$ cat src/rtl/vector_alu_sequencer.sv
// Sequences the vector element ALU against the vector register file.
// Optional repeat passes (A fed back from S) are enabled by VSEQ_REPEAT_EN.
module vector_alu_sequencer #(
    parameter int BITS  = 8,
    parameter int N     = 64,
    parameter int REGS  = 4,
    parameter int REG_W = $clog2(REGS)
) (
    input  logic             clk,
    input  logic             rst,
    input  logic             cmd_valid,
    output logic             cmd_ready,
    input  logic [2:0]       cmd_op,
    input  logic             cmd_scalar_sel,
    input  logic [BITS-1:0]  cmd_scalar,
    input  logic [REG_W-1:0] cmd_src_a,
    input  logic [REG_W-1:0] cmd_src_b,
    input  logic [REG_W-1:0] cmd_dst,
    input  logic [3:0]       cmd_rpt,
    output logic [REG_W-1:0] rf_rd_a_addr,
    output logic [REG_W-1:0] rf_rd_b_addr,
    output logic             a_fb_sel,
    output logic [2:0]       alu_op_sel,
    output logic             alu_scalar_sel,
    output logic [BITS-1:0]  alu_scalar,
    output logic             alu_set,
    output logic             alu_en,
    output logic             rf_wr_en,
    output logic [REG_W-1:0] rf_wr_addr,
    output logic             busy,
    output logic             done
);

    typedef enum logic [1:0] {
        IDLE,
        OPER,
        WB
    } state_t;

    state_t state;

    // N only sizes the datapath outside this block
    logic [31:0] unused_n;
    assign unused_n = 32'(N);

    assign cmd_ready = (state == IDLE);

`ifdef VSEQ_REPEAT_EN
    logic [3:0] rpt_q;
    logic [3:0] pass_cnt;
`else
    logic [3:0] unused_rpt;
    assign unused_rpt = cmd_rpt;
    assign a_fb_sel   = 1'b0;
`endif

    always_ff @(posedge clk or posedge rst) begin
        if (rst) begin
            state          <= IDLE;
            busy           <= 1'b0;
            done           <= 1'b0;
            rf_wr_en       <= 1'b0;
            rf_wr_addr     <= '0;
            alu_set        <= 1'b0;
            alu_en         <= 1'b0;
            alu_op_sel     <= '0;
            alu_scalar_sel <= 1'b0;
            alu_scalar     <= '0;
            rf_rd_a_addr   <= '0;
            rf_rd_b_addr   <= '0;
`ifdef VSEQ_REPEAT_EN
            a_fb_sel       <= 1'b0;
            rpt_q          <= '0;
            pass_cnt       <= '0;
`endif
        end else begin
            done     <= 1'b0;
            rf_wr_en <= 1'b0;
            alu_set  <= 1'b0;
            alu_en   <= 1'b0;
            unique case (state)
                IDLE: begin
                    if (cmd_valid) begin
                        state          <= OPER;
                        busy           <= 1'b1;
                        alu_set        <= 1'b1;
                        alu_en         <= 1'b1;
                        alu_op_sel     <= cmd_op;
                        alu_scalar_sel <= cmd_scalar_sel;
                        alu_scalar     <= cmd_scalar;
                        rf_rd_a_addr   <= cmd_src_a;
                        rf_rd_b_addr   <= cmd_src_b;
                        rf_wr_addr     <= cmd_dst;
`ifdef VSEQ_REPEAT_EN
                        a_fb_sel       <= 1'b0;
                        rpt_q          <= cmd_rpt;
                        pass_cnt       <= '0;
`endif
                    end
                end
                OPER: begin
`ifdef VSEQ_REPEAT_EN
                    if (pass_cnt == rpt_q) begin
                        state    <= WB;
                        rf_wr_en <= 1'b1;
                        done     <= 1'b1;
                        a_fb_sel <= 1'b0;
                    end else begin
                        // later passes take A from the ALU result
                        pass_cnt <= pass_cnt + 4'd1;
                        alu_set  <= 1'b1;
                        alu_en   <= 1'b1;
                        a_fb_sel <= 1'b1;
                    end
`else
                    state    <= WB;
                    rf_wr_en <= 1'b1;
                    done     <= 1'b1;
`endif
                end
                WB: begin
                    state <= IDLE;
                    busy  <= 1'b0;
                end
                default: begin
                    state <= IDLE;
                    busy  <= 1'b0;
                end
            endcase
        end
    end

endmodule

$ cat config.mk
export PLATFORM = sky130hd
export DESIGN_NAME = vector_alu_sequencer
export DESIGN_NICKNAME = d
export VERILOG_FILES = /design/src/rtl/vector_alu_sequencer.sv
export SDC_FILE = /design/constraint.sdc
export NUM_CORES = 1
export LEC_CHECK = 0
export CAP_MARGIN = 25
export CORE_MARGIN = 5
export CORE_UTILIZATION = 30
export DETAILED_ROUTE_END_ITERATION = 8
export DONT_BUFFER_PORTS = 1
export PLACE_DENSITY = 0.42
export SLEW_MARGIN = 20
export SYNTH_ARGS = -nofsm -noshare
export SYNTH_HDL_FRONTEND = slang
export SYNTH_SLANG_ARGS = --single-unit
$ cat constraint.sdc
create_clock -name clk -period 1.85 [get_ports clk]
set_clock_uncertainty 0.15 [all_clocks]
set_input_delay 0.37 -clock clk [delete_from_list [all_inputs] [get_ports clk]]
set_output_delay 0.37 -clock clk [all_outputs]
set_load 0.01 [all_outputs]
==> results.tsv, run 1 <==
metric	value	unit
top-area cell type share of the netlist area	61.9	%
Die Span X	65.7	um
Worst Reg-to-Reg Cells	3	
Buffers on Ports	0	
post-synthesis async set-or-reset flop share	100	%
area fraction in compound gates after synthesis	0.538	%
die height	65.7	um
status	finished, final reports clean	
drt wl/cell	16.2	um
CTS max path bufs	2	
reg2reg end	alu_scalar[0]$_DFFE_PP0P_	
Vias/cell	4.65	
hold path cells	2	
drt first pass iters	2	
CTS root buf	clkbuf_4	
Worst Path Buf+Inv	0	
Worst EP required	1.33	ns
Top FF cell, synth	dfrtp_1	
ant diodes	0	
Critical Path Start Type	flip-flop	
Slew Viols, Final	0	
Yosys top cell by area	dfrtp_1	
mux contribution to synthesized area	25.4	%
Ys Warns	0	
Pwr per Cell Area	1220	nW/um2
min-delay src	cmd_valid	
dpl hpwl	1070	um
final cycle utilization of the critical path	82.4	%
# clock sinks	23	
Die Area	4310	um2
Worst-Skew Late Latency	0.30	ns
Static Leakage	0.000446	uW
Switch Pwr	350	uW
Setup crit end kind	output pin	
Num CTS Buffers	3	
starting density of the core	31.0	%
row cnt	20	
Layout Nets	85	
flops & latches, synth	23	
first-pass GRT wire length	2390	um
number of synthesized flops with an enable pin	0	
vias in the first global route	494	
Final Power	1200	uW
filler cell count	312	
CP top delay family	flip-flops	
count leader, synth	dfrtp_1	
WL final	1490	um
Sw Ratio	29.2	%
Peak VDD IR	0.000544	V
Final setup viols	0	
hold endpoint	busy$_DFFE_PP0P_	
DRC	0	
Antenna Nets Post-Route	0	
clock slew at reported path FFs	0.12	ns
GRT Util Overall	7.69	%
initial antenna violation count	0	
hold_ws	0.0543	ns
Syn Area/Cell	16.6	um2
CTS HTree Levels	1	
RSZ-0062 raised after global routing	no	
CTS tree	done	
Distinct cells, synth	14	
synthesis-to-layout area growth	5.65	%
f_max	0.656	GHz
Synth Area in Adders	0	%
post-route minimum period	1.52	ns
Clk pwr share	18.6	%
R2R Path Start	state[1]$_DFFE_PP0P_	
Fin. Hold Viols	0	
Worst Path Arrival	1.00	ns
GP Congestion	0.615	
routed vias	428	
grt ovf	0	
post-CTS sizing	0	
CP max stage cell	dfrtp_1	
mapped cell area	930	um2
TNS Setup	0	ns
ranking of synthesized cells by area	dfrtp_1, mux2_4, mux2_2, buf_4, buf_12	
largest family of logic cells by synthesized area	multiplexers	
synthesized instance count	56	
core box area	3000	um2
critical path class	flip-flop to output pin	
Comb pwr share	17.3	%
layout cell share with drive strength beyond 1	45.8	%
critical-path cell list	nor2_1	
top cells by count, synth	dfrtp_1, mux2_2, mux2_4	
Seq/Total Area, Yosys	61.9	%
Simple-Gate Fraction of Synth Area	5.11	%
hold crit path type	input pin to flip-flop	
maximum fanout along the worst path	6	
internal power	847	uW
max incr delay on CP	0.47	ns
syn_nets	81	
largest net degree at the start of global routing	24	
# IOs	50	
max_cap viols	0	
Reg2Reg Setup Slack	0.33	ns
Seq pwr share	64.0	%
first-iteration detailed-routing DRC count	10	
xor/xnor share of the synthesized area	0	%
## registers in the layout, indices dropped and copies added (netlist names), 2 cells and up
register	cells
alu_scalar	8
rf_rd_a_addr	2
state	2
alu_op_sel	3
rf_wr_addr	2
rf_rd_b_addr	2
## kinds of logic (layout without fill, tap and decap cells)
| group | count (synthesis) | count (layout) |
|---|---|---|
| compound gates | 1 | 1 |
| buf+inv | 7 | 10 |
| flops | 23 | 23 |
| mux | 18 | 18 |
| other cells | 1 | 1 |
| simple gates | 6 | 6 |
## power by group through the flow
stage          logic [uW]  registers [uW]  clock network, uW
2_1_floorplan         208             749                  0
3_3_place_gp          205             783                  0
3_5_place_dp          210             780                  0
4_1_cts               213             772                244
5_1_grt               230             786                267
6_report              207             766                223
## stage by stage
stage          utilization, %  cells  cell area (um2)  setup slack [ns]
4_1_cts                  32.7     92              982             0.299
2_1_floorplan               -     56              930             0.389
6_report                 32.7     92              982             0.326
3_5_place_dp             31.5     87              946             0.335
3_3_place_gp             31.5     87              946             0.343
5_1_grt                  32.7     92              982             0.246
## worst max path at each step
stage / end / startpoint / cells after the start / slack, ns
after floorplan: alu_op_sel[0]$_DFFE_PP0P_ / state[1]$_DFFE_PP0P_ / 4 / 0.39
after global placement: alu_scalar[0]$_DFFE_PP0P_ / state[1]$_DFFE_PP0P_ / 3 / 0.34
after detailed placement: alu_scalar[6]$_DFFE_PP0P_ / state[1]$_DFFE_PP0P_ / 3 / 0.33
after CTS: cmd_ready / state[1]$_DFFE_PP0P_ / 1 / 0.30
after global routing: cmd_ready / state[1]$_DFFE_PP0P_ / 1 / 0.25
final: cmd_ready / state[1]$_DFFE_PP0P_ / 1 / 0.33
## placed cells by master (no fill, tap or decap)
cell type / Yosys / routed
nor2_1: 1 / 1
buf_4: 3 / 3
nor3b_1: 1 / 1
nor3b_4: 0 / 1
mux2_2: 9 / 9
and2b_2: 2 / 2
inv_1: 2 / 2
nand2b_1: 1 / 1
a21oi_1: 1 / 1
clkbuf_1: 0 / 1
clkbuf_4: 0 / 3
dlygate4sd3_1: 0 / 1
dfrtp_1: 23 / 23
conb_1: 1 / 1
mux2_4: 9 / 9
## cell type report
cell class,count,area [um2],share of cell area (%)
timing repair buffer,4,32.5,3.31
clock buffer,4,26.3,2.68
inverter,2,7.51,0.764
sequential,23,576,58.6
tap,33,41.3,4.20
multi-input combinational,26,299,30.4
## timing repair
| item | CTS | global route |
|---|---|---|
| buffers inserted | 0 | 0 |
| hold buffers | 1 | 0 |
| endpoints found under the hold margin | 23 | 0 |
## routing by layer
layer	routed length (um)	track usage [%]	vias to the layer above
met5	0	0	-
met4	18	3.11	0
met3	160	4.79	2
met2	694	11.6	24
met1	616	8.62	213
li1	-	-	189
(Power assumes the default switching activity.)
==> inputs of run 2 (changes only) <==
clock period = 1.5 ns   (was 1.85 ns; I/O delays follow)
==> run 2 against run 1 <==
Sequential cell count is the same. Power grew 28%. Clock power grew 24%. Register-to-register slack lost 0.29 ns. Final area grew 22%. Combinational power grew 55%. Critical path depth grew 2. Setup slack lost 0.29 ns. First-iteration DRC count shrank 40%. Critical path type is now flip-flop to flip-flop. Largest power group unchanged.
==> results.tsv, run 2 (synthesis results as in run 1) <==
metric	value	unit	change
most flop-heavy register	alu_scalar		
critical path class	flip-flop to flip-flop		
# clock sinks	23		unchanged
most common cell after layout, fill and taps aside	dfrtp_1		
largest net degree at the start of global routing	24		unchanged
Setup crit end kind	flip-flop		
Clk pwr share	17.9	%	-0.7 points
initial antenna violation count	0		unchanged
hold crit path type	input pin to flip-flop		
Worst-Skew Late Latency	0.30	ns	about the same
Levels on crit path	3		+2
Layout Nets	106		+25%
routed vias	507		+18%
critical-path cell list	nor3b_4 > buf_4 > mux2_4		
first-iteration detailed-routing DRC count	6		-4
most frequent cells in the layout	dfrtp_1, dlygate4sd3_1, mux2_4, mux2_2, buf_4		
dpl cell area	961	um2	+1.6%
Worst EP required	1.54	ns	+0.21 ns
Num CTS Buffers	3		unchanged
Vias/cell	4.49		-3.6%
core box area	3000	um2	unchanged
Switch Pwr	446	uW	+28%
# IOs	50		unchanged
Pwr per Cell Area	1280	nW/um2	+5.3%
row cnt	20		unchanged
Worst Reg-to-Reg Cells	3		unchanged
Critical Path Start Type	flip-flop		
Die Area	4310	um2	unchanged
GRT Util Overall	8.61	%	+0.91 points
max reg flops	8		unchanged
Regs by FF count	alu_scalar (8), alu_op_sel (3)		
drt wl/cell	15.0	um	-7.6%
filler cell count	292		-6.4%
post-route minimum period	1.46	ns	
Worst Path Arrival	1.50	ns	+0.50 ns
clock slew at reported path FFs	0.12	ns	about the same
TNS Setup	0	ns	unchanged
Seq pwr share	61.2	%	-2.8 points
vias in the first global route	637		+29%
status	finished, final reports clean		
GP Congestion	0.602		-2.1%
CP top delay family	flip-flops		
Worst Path Buf+Inv	1		+1
Sw Ratio	29.0	%	-0.20 points
RSZ-0062 raised after global routing	yes		
hold path cells	2		unchanged
die height	65.7	um	unchanged
final cycle utilization of the critical path	97.4	%	
Slew Viols, Final	0		unchanged
maximum fanout along the worst path	10		+4
first-pass GRT wire length	2770	um	+16%
synthesis-to-layout area growth	28.9	%	
CTS max path bufs	2		unchanged
CTS tree	done		
drt first pass iters	3		+1
Die Span X	65.7	um	unchanged
Buffers on Ports	0		unchanged
Peak VDD IR	0.000386	V	-29%
CTS root buf	clkbuf_4		
fin area	1200	um2	+22%
CTS HTree Levels	1		unchanged
max incr delay on CP	0.44	ns	-0.03 ns
Antenna Nets Post-Route	0		unchanged
Final setup viols	0		unchanged
ant diodes	0		unchanged
DRC	0		unchanged
max_cap viols	0		unchanged
starting density of the core	31.0	%	unchanged
Fin. Hold Viols	0		unchanged
WL final	1690	um	+13%
layout cell share with drive strength beyond 1	37.5	%	-8.3 points
Post-CTS Setup Inserts	0		unchanged
CP max stage cell	dfrtp_1		
grt ovf	0		unchanged
Comb pwr share	20.9	%	+3.6 points
dpl hpwl	1110	um	+3.6%
internal power	1090	uW	+29%
Static Leakage	0.000539	uW	+21%
f_max	0.685	GHz	
run 2: cell type report:
cell class	count	area, um2	area share, %
sequential	23	576	48.0
multi-input combinational	26	307	25.6
timing repair buffer	25	241	20.1
tap	33	41.3	3.44
clock buffer	4	26.3	2.19
inverter	2	7.51	0.626
run 2: stage by stage:
| stage | setup WS [ns] | total power (uW) | hold WS (ns) | cells | utilization (%) |
|---|---|---|---|---|---|
| global placement | 0.0622 | 1230 | 0.101 | 89 | 32.0 |
| global route | -0.0366 | 1640 | 0.194 | 113 | 39.9 |
| finish | 0.0395 | 1540 | 0.213 | 113 | 39.9 |
| floorplan | 0.0395 | 1180 | 0.152 | 56 | - |
| detailed placement | 0.0673 | 1230 | 0.106 | 89 | 32.0 |
| CTS | 0.00137 | 1570 | 0.193 | 113 | 39.8 |
run 2: layer usage:
layer  share of wire (%)  track usage [%]
met4                 1.0             4.66
met2                  51             15.5
met5                   0                0
met1                  39             8.34
met3                 8.8             3.25
run 2: power groups by stage:
stage	combinational [uW]	sequential, uW	clock, uW
CTS	324	946	303
global route	352	963	324
detailed placement	273	959	0
global placement	270	959	0
finish	321	940	276
floorplan	257	924	0
run 2: worst paths after layout:
check | end | slack [ns] | from
worst max-delay path | alu_scalar[0]$_DFFE_PP0P_ | 0.04 | state[1]$_DFFE_PP0P_
worst min-delay path | alu_en$_DFF_PP0_ | 0.21 | cmd_valid
worst max register to register | alu_scalar[0]$_DFFE_PP0P_ | 0.04 | state[1]$_DFFE_PP0P_
worst min register to register | busy$_DFFE_PP0P_ | 0.43 | busy$_DFFE_PP0P_
max in group asynchronous | alu_scalar[2]$_DFFE_PP0P_ | 0.66 | rst
min in group asynchronous | done$_DFF_PP0_ | 0.31 | rst
run 2: what timing repair did:
action	in CTS	in global routing
hold endpoints to repair	43	0
endpoints found under the setup margin	1	19
cloned	0	0
gates resized for setup	2	1
hold buffers	20	0
run 2: worst reg2reg max path, stage by stage (launching register included):
cell and delay, ns:
dfrtp_1 0.44, nor3b_4 0.20, buf_4 0.24, mux2_4 0.32
==> inputs of run 3 (changes only) <==
CAP_MARGIN = default   (was 25)
CORE_ASPECT_RATIO = 0.7   (was default)
CORE_UTILIZATION = 45   (was 30)
PLACE_DENSITY = 0.58   (was 0.42)
==> run 3 against run 2 <==
Fmax decreased by 1.8%. Count of clock-buffer cells in the layout unchanged. Sequential power up 2%. Final cell count fell by 9.7%. Combinational power hardly changed. Sequential share of layout area rose by 0.56 points. Clock power barely moved. Via count grew 0.20%. Non-clock buffer count unchanged. Sequential cell count unchanged. Power grew 1.4%.
==> results.tsv, run 3 (synthesis results as in run 1) <==
metric	value	unit	change
CP max stage cell	dfrtp_1		
Vias/cell	4.98		+11%
Met2 Routed Length	1030	um	+18%
first-iteration detailed-routing DRC count	10		+4
routed vias	508		+0.20%
clock slew at reported path FFs	0.13	ns	about the same
status	finished, final reports clean		
vias in the first global route	558		-12%
RSZ-0062 raised after global routing	yes		
ant diodes	0		unchanged
Die Span X	64.3	um	-2.0%
largest net degree at the start of global routing	24		unchanged
Layout Utilization	62.3	%	+22 points
post-route minimum period	1.49	ns	+0.0262 ns
Worst-Skew Late Latency	0.31	ns	about the same
# IOs	50		unchanged
critical path class	flip-flop to flip-flop		
uppermost layer routed	met4		
hold_ws	0.212	ns	-0.00181 ns
dpl hpwl	1370	um	+24%
most frequent cells in the layout	dfrtp_1, dlygate4sd3_1, mux2_4, mux2_2, buf_4		
Die Area	3090	um2	-28%
layout cell share with drive strength beyond 1	37.5	%	unchanged
Layout Nets	106		unchanged
Num CTS Buffers	3		unchanged
Worst Reg-to-Reg Cells	3		unchanged
critical-path cell list	nor3b_4 > buf_4 > mux2_4		
f_max	0.673	GHz	-1.8%
DRC	0		unchanged
initial antenna violation count	0		unchanged
CTS max path bufs	2		unchanged
WL final	1830	um	+8.2%
first-pass GRT wire length	2830	um	+2.0%
max reg flops	8		unchanged
drt wl/cell	17.9	um	+20%
Critical Path Start Type	flip-flop		
grt ovf	0		unchanged
Regs by FF count	alu_scalar (8), alu_op_sel (3)		
CTS HTree Levels	1		unchanged
hold crit path type	input pin to flip-flop		
Worst Path Arrival	1.53	ns	+0.03 ns
CTS root buf	clkbuf_4		
filler cell count	146		-50%
Static Leakage	0.000539	uW	about the same
starting density of the core	48.8	%	+18 points
Buffers on Ports	0		unchanged
most flop-heavy register	alu_scalar		
row cnt	13		-35%
TNS Setup	0	ns	unchanged
Reg2Reg Setup Slack	0.01	ns	-0.03 ns
wire length on met1	649	um	-0.92%
Peak VDD IR	0.00102	V	+160%
fin area	1180	um2	-1.1%
most common cell after layout, fill and taps aside	dfrtp_1		
Final setup viols	0		unchanged
hold path cells	2		unchanged
Setup crit end kind	flip-flop		
CTS tree	done		
final cycle utilization of the critical path	99.1	%	+1.7 points
Antenna Nets Post-Route	0		unchanged
Worst EP required	1.54	ns	about the same
GRT Util Overall	12.5	%	+3.9 points
die height	48.0	um	-27%
GP Congestion	0.670		+11%
Fin. Hold Viols	0		unchanged
core box area	1900	um2	-37%
drt first pass iters	2		-1
met3 routed WL	130	um	-12%
# clock sinks	23		unchanged
maximum fanout along the worst path	10		unchanged
max_cap viols	0		unchanged
synthesis-to-layout area growth	27.5	%	
max incr delay on CP	0.43	ns	about the same
dpl cell area	947	um2	-1.4%
Slew Viols, Final	0		unchanged
Pwr per Cell Area	1310	nW/um2	+2.6%
## run 3: cell counts in the layout (fill, tap and decap cells not counted)
No cell type changed its count.
## run 3: path summary, 6_finish.rpt
path	start	endpoint
max in group asynchronous	rst	alu_scalar[2]$_DFFE_PP0P_
min reg2reg	busy$_DFFE_PP0P_	busy$_DFFE_PP0P_
max	state[1]$_DFFE_PP0P_	alu_scalar[6]$_DFFE_PP0P_
max reg2reg	state[1]$_DFFE_PP0P_	alu_scalar[6]$_DFFE_PP0P_
min in group asynchronous	rst	rf_wr_addr[1]$_DFFE_PP0P_
min	cmd_valid	alu_en$_DFF_PP0_
## run 3: area by class of cell
type | count | area, um2 | area share [%]
flip-flops and latches | 23 | 576 | 48.6
repair buffers | 25 | 241 | 20.4
well taps | 22 | 27.5 | 2.32
multi-input cells | 26 | 307 | 25.9
clock buffers | 4 | 26.3 | 2.22
inverters | 2 | 7.51 | 0.634
## run 3: worst max-delay path, delay by kind of cell (launching register included)
| family | cells | cell delay [ns] |
|---|---|---|
| buffers and inverters | 1 | 0.25 |
| muxes | 1 | 0.32 |
| DFF | 1 | 0.43 |
| and+or+nand+nor | 1 | 0.22 |
## run 3: per-stage QoR
| step | setup slack (ns) | instances | total power, uW |
|---|---|---|---|
| 3_5_place_dp | 0.0344 | 78 | 1250 |
| 2_1_floorplan | 0.0395 | 56 | 1180 |
| 3_3_place_gp | 0.0651 | 78 | 1220 |
| 4_1_cts | 0.00503 | 102 | 1580 |
| 6_report | 0.0133 | 102 | 1560 |
| 5_1_grt | -0.0272 | 102 | 1640 |
## run 3: repair_timing
action | in CTS | in global routing
buffers inserted | 0 | 0
pin swaps | 0 | 1
resized for setup | 2 | 1
endpoints found under the setup margin | 1 | 17
hold buffers | 20 | 0
endpoints found under the hold margin | 43 | 0
gates cloned | 0 | 0
## run 3: where the power goes
part | leakage (uW) | total (uW) | internal [uW] | switching, uW
registers | 0.000273 | 956 | 766 | 189
logic | 0.000251 | 324 | 221 | 103
clock network | 0.0000150 | 278 | 104 | 175
## run 3: layer usage
layer | GRT usage, % | vias to the layer above
met4 | 2.44 | 0
met3 | 5.16 | 2
met1 | 13.3 | 259
met2 | 24.0 | 17
li1 | - | 230
met5 | 0 | -
